$ cat src/rtl/serial_adder_pkg.sv
// Shared types and sizing for the bit-serial adder.
package serial_adder_pkg;

    // Default operand/sum width.
    localparam int unsigned SA_WIDTH = 8;

    // Bit-counter width needed to index WIDTH serial steps.
    function automatic int unsigned sa_cnt_w(input int unsigned width);
        return (width < 2) ? 1 : $clog2(width);
    endfunction

    localparam int unsigned SA_CNT_W = sa_cnt_w(SA_WIDTH);

    // Controller states.
    typedef enum logic [1:0] {
        S_IDLE = 2'd0,
        S_ADD  = 2'd1,
        S_DONE = 2'd2
    } sa_state_e;

endpackage : serial_adder_pkg

$ cat src/rtl/serial_adder_8bit_full_adder_1bit.sv
// Combinational 1-bit full-adder cell, shared with the subtractor harness.
module full_adder_1bit (
    input  logic a,
    input  logic b,
    input  logic cin,
    output logic s,
    output logic c
);

    logic w_axb;

    // Sum and carry of a single bit position.
    always_comb begin
        w_axb = a ^ b;
        s     = w_axb ^ cin;
        c     = (a & b) | (cin & w_axb);
    end

endmodule : full_adder_1bit

$ cat src/rtl/serial_adder_8bit.sv
// Bit-serial unsigned adder: LSB-first, one bit per clock through one cell.
module serial_adder_8bit
    import serial_adder_pkg::*;
#(
    parameter int unsigned WIDTH = SA_WIDTH,
    parameter int unsigned CNT_W = sa_cnt_w(WIDTH)
) (
    input  logic             clk,
    input  logic             rst_n,
    input  logic             in_valid,
    output logic             in_ready,
    input  logic [WIDTH-1:0] a,
    input  logic [WIDTH-1:0] b,
    input  logic             cin,
    output logic             out_valid,
    input  logic             out_ready,
    output logic [WIDTH-1:0] sum,
    output logic             cout
);

    sa_state_e        r_state;
    logic [WIDTH-1:0] r_sh_a;
    logic [WIDTH-1:0] r_sh_b;
    logic [WIDTH-1:0] r_res;
    logic             r_carry;
    logic [CNT_W-1:0] r_cnt;
    logic             r_in_ready;
    logic             r_out_valid;
    logic [WIDTH-1:0] r_sum;
    logic             r_cout;

    logic             w_s;
    logic             w_c;
    logic             w_last;
    logic [WIDTH-1:0] w_res_next;

    // Single shared adder cell fed by the operand LSBs and the carry flop.
    full_adder_1bit u_fa (
        .a   (r_sh_a[0]),
        .b   (r_sh_b[0]),
        .cin (r_carry),
        .s   (w_s),
        .c   (w_c)
    );

    // Final serial step detection and next result word (new bit enters at MSB).
    always_comb begin
        w_last     = (r_cnt == CNT_W'(WIDTH - 1));
        w_res_next = {w_s, r_res[WIDTH-1:1]};
    end

    // Controller, datapath shift registers and registered outputs.
    always_ff @(posedge clk) begin
        if (!rst_n) begin
            r_state     <= S_IDLE;
            r_sh_a      <= '0;
            r_sh_b      <= '0;
            r_res       <= '0;
            r_carry     <= 1'b0;
            r_cnt       <= '0;
            r_in_ready  <= 1'b1;
            r_out_valid <= 1'b0;
            r_sum       <= '0;
            r_cout      <= 1'b0;
        end else begin
            case (r_state)
                S_IDLE: begin
                    if (in_valid && r_in_ready) begin
                        r_sh_a     <= a;
                        r_sh_b     <= b;
                        r_carry    <= cin;
                        r_cnt      <= '0;
                        r_res      <= '0;
                        r_in_ready <= 1'b0;
                        r_state    <= S_ADD;
                    end
                end

                S_ADD: begin
                    r_res   <= w_res_next;
                    r_sh_a  <= {1'b0, r_sh_a[WIDTH-1:1]};
                    r_sh_b  <= {1'b0, r_sh_b[WIDTH-1:1]};
                    r_carry <= w_c;
                    r_cnt   <= r_cnt + CNT_W'(1);
                    if (w_last) begin
                        r_sum       <= w_res_next;
                        r_cout      <= w_c;
                        r_out_valid <= 1'b1;
                        r_state     <= S_DONE;
                    end
                end

                S_DONE: begin
                    // Result held until the consumer takes it; sum/cout keep value after.
                    if (out_ready) begin
                        r_out_valid <= 1'b0;
                        r_in_ready  <= 1'b1;
                        r_state     <= S_IDLE;
                    end
                end

                default: begin
                    r_out_valid <= 1'b0;
                    r_in_ready  <= 1'b1;
                    r_state     <= S_IDLE;
                end
            endcase
        end
    end

    assign in_ready  = r_in_ready;
    assign out_valid = r_out_valid;
    assign sum       = r_sum;
    assign cout      = r_cout;

endmodule : serial_adder_8bit
$ cat config.mk
export PLATFORM = sky130hd
export DESIGN_NAME = serial_adder_8bit
export DESIGN_NICKNAME = d
export VERILOG_FILES = /design/src/rtl/serial_adder_pkg.sv /design/src/rtl/serial_adder_8bit_full_adder_1bit.sv /design/src/rtl/serial_adder_8bit.sv
export SDC_FILE = /design/constraint.sdc
export NUM_CORES = 1
export LEC_CHECK = 0
export ABC_AREA = 1
export CAP_MARGIN = 10
export CORE_MARGIN = 10
export CORE_UTILIZATION = 40
export DETAILED_ROUTE_END_ITERATION = 6
export PLACE_DENSITY_LB_ADDON = 0.15
export SLEW_MARGIN = 20
export SYNTH_ARGS = -nofsm -noshare
export SYNTH_HDL_FRONTEND = slang
export SYNTH_SLANG_ARGS = --single-unit
$ cat constraint.sdc
create_clock -name clk -period 1.55 [get_ports clk]
set_input_delay 0.155 -clock clk [delete_from_list [all_inputs] [get_ports clk]]
set_output_delay 0.155 -clock clk [all_outputs]
set_load 0.02 [all_outputs]
==> impl_metrics.csv <==
group,metric,value,unit
sta,worst_slew_pin_slew,0.371,ns
place,gp_congestion,0.744,
worst_setup_path,crit_end,"sum[2]",
flow_run,maxCapViolations,0,
worst_setup_path,r2r_end,"sum[7]",
floorplan,fp.dieW,90.9,um
sta,fmax,710,MHz
clocking,cts_buffers,5,
sta,holdWs,0.457,ns
final_layout,nets,351,
sta,report.final.slew_viol_count,0,
place,place_inst,387,
floorplan,io_pins,32,
clocking,clock_latency,0.30,ns
worst_setup_path,reg2reg_depth,7,
route,first_pass_iters,4,
final_layout,post-route-util,51.3,%
clocking,cts_num_sinks,40,
sta,setup_violations,0,
logic_synthesis,avgSynthCellArea,6.74,um2
final_layout,nFillCells,511,
min_path,min_path_type,"flip-flop to flip-flop",
outcome,outcome,"completed",
worst_setup_path,rrSetupSlack,0.23,ns
route,drc,0,
final_layout,final_common_cell,"nand2_1",
clocking,clkTransAtPathRegs,0.07,ns
sta,fin_setup_tns,0,ns
power_and_ir_drop,vdd_drop_max,0.564,mV
worst_setup_path,crit_buf_inv,1,
route,post_drt_wl_per_cell,11.2,um
route,drt_iter0_markers,101,
sta,finalCriticalPeriod,1.41,ns
route,drtAntennaViolNets,0,
power_and_ir_drop,leakage,0.00111,uW
clocking,cts_tree,"yes",
floorplan,core_area,4790,um2
global_routing,grt_util_all_layers,11.2,%
clocking,cts_buffer_depth,2,
route,wl,4420,um
global_routing,antenna_found_initial,0,
worst_setup_path,path_cells,"clkdlybuf4s50_1",
logic_synthesis,syn_nets,322,
clocking,cts_root_buf,"clkbuf_8",
global_routing,overflow,0,
floorplan,rows,25,
floorplan,die_h,90.9,um
sta,skew,0.00639,ns
final_layout,final_cell_mix,"90 x nand2_1, 42 x nand3_1, 42 x nor2_1, 40 x dfxtp_1, 38 x inv_1",
worst_setup_path,slowest_stage,"clkdlybuf4s50_1",
worst_setup_path,cp_top_family,"buffers and inverters",
sta,grt_setup_unrepaired,"no",
logic_synthesis,syn_area,2010,um2
logic_synthesis,yosysUniqueCellTypes,23,
worst_setup_path,critPathRequiredTime,1.39,ns
worst_setup_path,cp-start-kind,"flip-flop",
place,post-dp-hpwl,2950,um
worst_setup_path,slowest_delay,0.61,ns
final_layout,layout-drive-gt1-share,7.62,%
place,preCtsSetupSlack,0.144,ns
logic_synthesis,ys_seq_elements,40,
worst_setup_path,critPathCaptureType,"primary output",
global_routing,grt_pass1_wl,7850,um
final_layout,antenna_cells,0,
sta,hold_violations,0,
sta,fin_ws,0.141,ns
final_layout,fin_cells,395,
power_and_ir_drop,power.density,991,nW/um2
final_layout,synthToLayoutAreaGrowth,22.2,%
floorplan,initial_core_util,42.0,%
worst_setup_path,startpoint,"sum[2]",
worst_setup_path,cp.depth,1,
clocking,h-tree-depth,2,
worst_setup_path,critPathMaxFanout,2,
worst_setup_path,reg2reg_from,"r_cnt[0]",
sta,slew_headroom,75.2,%
floorplan,dieArea,8260,um2
global_routing,grt_max_degree,34,
logic_synthesis,yosys_warnings,0,
place,portBuffers,31,
sta,timing.final.crit_share,90.9,%
logic_synthesis,netlist_instances,298,
route,vias,1788,
worst_setup_path,critical_path_class,"flip-flop to primary output",
route,vias_per_cell,4.53,
global_routing,grt_pass1_vias,1651,
logic_synthesis,yosysSeqAreaShare,39.9,%
worst_setup_path,worstPathArrival,1.25,ns
-- kinds of logic after synthesis --
| kind of cell | count (synthesis) | synth area share (%) |
|---|---|---|
| AO/OA/AOI/OAI | 15 | 3.74 |
| adder cells (fa/ha/maj) | 3 | 2.24 |
| buffers and inverters | 56 | 13.8 |
| flip-flops | 40 | 39.9 |
| AND/OR/NAND/NOR | 184 | 40.4 |
-- registers in the layout (all words and copies together) (netlist names), 2 cells and up --
signal,flops
r_sh_a,8
r_cnt,3
r_state,2
r_sh_b,8
sum,8
r_res,7
-- final cells by class --
| class | instances | area [um2] | area share (%) |
|---|---|---|---|
| sequential | 40 | 801 | 32.6 |
| clock buffer | 6 | 72.6 | 2.96 |
| clock inverter | 2 | 35.0 | 1.43 |
| tap | 67 | 83.8 | 3.41 |
| inverter | 40 | 153 | 6.22 |
| timing repair buffer | 38 | 378 | 15.4 |
| multi-input combinational | 202 | 932 | 38.0 |
-- synth_stat cells --
cell type,n,area share [%]
nand2_1,90,17
nand3_1,42,10
nor2_1,42,7.8
dfxtp_1,40,40
inv_1,38,7.1
a21oi_1,14,3.5
buf_6,7,3.9
buf_2,3,0.75
clkbuf_1,3,0.56
buf_4,2,0.75
ha_1,2,1.2
nand3_2,2,1.0
nor2_2,2,0.62
nor2_4,2,1.1
buf_1,1,0.19
fa_1,1,1.0
inv_2,1,0.19
inv_4,1,0.31
nand2_2,1,0.31
nand2_8,1,1.0
nand3_4,1,0.87
nand3b_1,1,0.37
o21ai_0,1,0.25
-- metal layers --
metal	up-vias	part of all wire (%)	track usage, %
met2	26	44	16.5
li1	965	-	-
met5	-	0	0
met1	789	51	15.0
met3	8	3.5	3.33
met4	0	1.5	4.31
-- power by group --
part / internal [uW] / switching [uW]
combinational: 189 / 256
sequential: 1100 / 44.1
clock: 478 / 369
-- per-stage QoR --
| stage | cell area (um2) | power [uW] |
|---|---|---|
| after floorplan | 2010 | 1500 |
| after global placement | 2340 | 1610 |
| after detailed placement | 2340 | 1610 |
| after CTS | 2450 | 2470 |
| after global routing | 2450 | 2580 |
| final | 2450 | 2430 |
-- worst min-delay path by stage --
stage	from	to	depth (start not counted)
final	r_cnt[0]	r_cnt[0]	1
after floorplan	b[7]	r_sh_b[7]	2
after CTS	a[7]	r_sh_a[7]	3
after global placement	r_cnt[0]	r_cnt[0]	1
after global routing	b[7]	r_sh_b[7]	3
after detailed placement	r_cnt[0]	r_cnt[0]	1
-- timing repair --
item,4_1_cts,5_1_grt
hold buffers,0,0
resized for setup,0,1
endpoints found under the hold margin,0,0
buffers inserted,0,0
endpoints found under the setup margin,0,1
(Power assumes the default switching activity.)
==> RTL edit, RTL diff (same settings) <==
`SA_WIDTH`: 8 -> 9.
--- a/src/rtl/serial_adder_pkg.sv
+++ b/src/rtl/serial_adder_pkg.sv
@@ -2,7 +2,7 @@
 package serial_adder_pkg;
 
     // Default operand/sum width.
-    localparam int unsigned SA_WIDTH = 8;
+    localparam int unsigned SA_WIDTH = 9;
 
     // Bit-counter width needed to index WIDTH serial steps.
     function automatic int unsigned sa_cnt_w(input int unsigned width);
Interface: changed (resized a, b and sum); port bits go from 32 to 35. The function was not compared with the original's and may differ.
==> RTL edit against the unedited design <==
Non-clock buffer count increased by 8; sequential cell count increased by 5; area after synthesis unchanged; worst setup slack got worse by 0.049 ns; power increased by 16%; synthesized cell count decreased by 12%; routed wire length increased by 3.9%; largest cell class unchanged; cell area increased by 4.9%; global-route usage increased by 0.31 points.
==> RTL edit: results (changes against the unedited design) <==
| Metric | Value |
|---|---|
| Syn avg cell area | 7.64 um2 (+13%) |
| Gr usage total | 11.6% (+0.31 points) |
| Most frequent cells after synthesis | nor2_1 (56), dfxtp_1 (45), nand2_1 (37), nand3_1 (32) |
| First-pass GRT wire length | 8020 um (+2.1%) |
| Final cell count without fillers | 369 (-6.6%) |
| Hpwl dp | 3180 um (+8.0%) |
| Outcome | finished, final reports clean |
| Register area | 901 um2 (+13%) |
| Met3 wire length | 205 um (+32%) |
| Port Buffers | 34 (+9.7%) |
| PnR worst setup slack | 0.0919 ns (-0.0491 ns) |
| Mapped Nets | 289 (-10%) |
| HP Class | input port to flip-flop |
| Max VDD drop | 0.583 mV (+3.5%) |
| Met1 WL | 2330 um (+3.5%) |
| Post-Route Skew | 0.00580 ns (-0.000586 ns) |
| Nets@finish | 327 (-6.8%) |
| Slew HR | 65.6% (-9.7 points) |
| Hold WS | 0.431 ns (-0.0259 ns) |
| Most area-consuming cells after synthesis | dfxtp_1 (45%), nor2_1 (10%), nand3_1 (8.0%) |
| Vias per cell | 4.68 (+3.5%) |
| DP Worst Slack | -0.0505 ns (-0.194 ns) |
| Sequential-to-total area share from yosys stat | 44.8% (+5.0 points) |
| Fill cell count | 484 (-5.3%) |
| Placed cell area | 2440 um2 (+4.1%) |
| Distinct cells, synth | 24 (+4.3%) |
-- RTL edit: metal layers --
layer / vias up / GRT usage (%)
met5: - / 0
met4: 0 / 3.92
met3: 5 / 4.07
met2: 30 / 16.7
met1: 770 / 15.4
li1: 923 / -
-- RTL edit: final cells by class --
cell class              instances  share of cell area, %
multi-input cells             189                   37.3
flip-flops and latches         45                   35.0
repair buffers                 46                   17.2
well taps                      67                   3.25
clock buffers                   5                   2.67
clock inverters                 3                   2.53
inverters                      14                   2.04
-- RTL edit: final timing paths --
check                          startpoint                      to  cells after the start
setup / recovery    in_ready$_SDFFE_PN1P_                in_ready                      1
hold / removal                       b[8]  r_sh_b[8]$_SDFFE_PN0P_                      3
setup reg to reg  r_state[0]$_SDFFE_PN0P_     sum[7]$_SDFFE_PN0P_                      6
hold reg to reg    r_sh_b[8]$_SDFFE_PN0P_  r_sh_b[8]$_SDFFE_PN0P_                      2
-- RTL edit: where the power goes --
group	switching, uW	internal (uW)
registers	50.6	1240
clock network	402	640
logic	257	224
total	710	2100
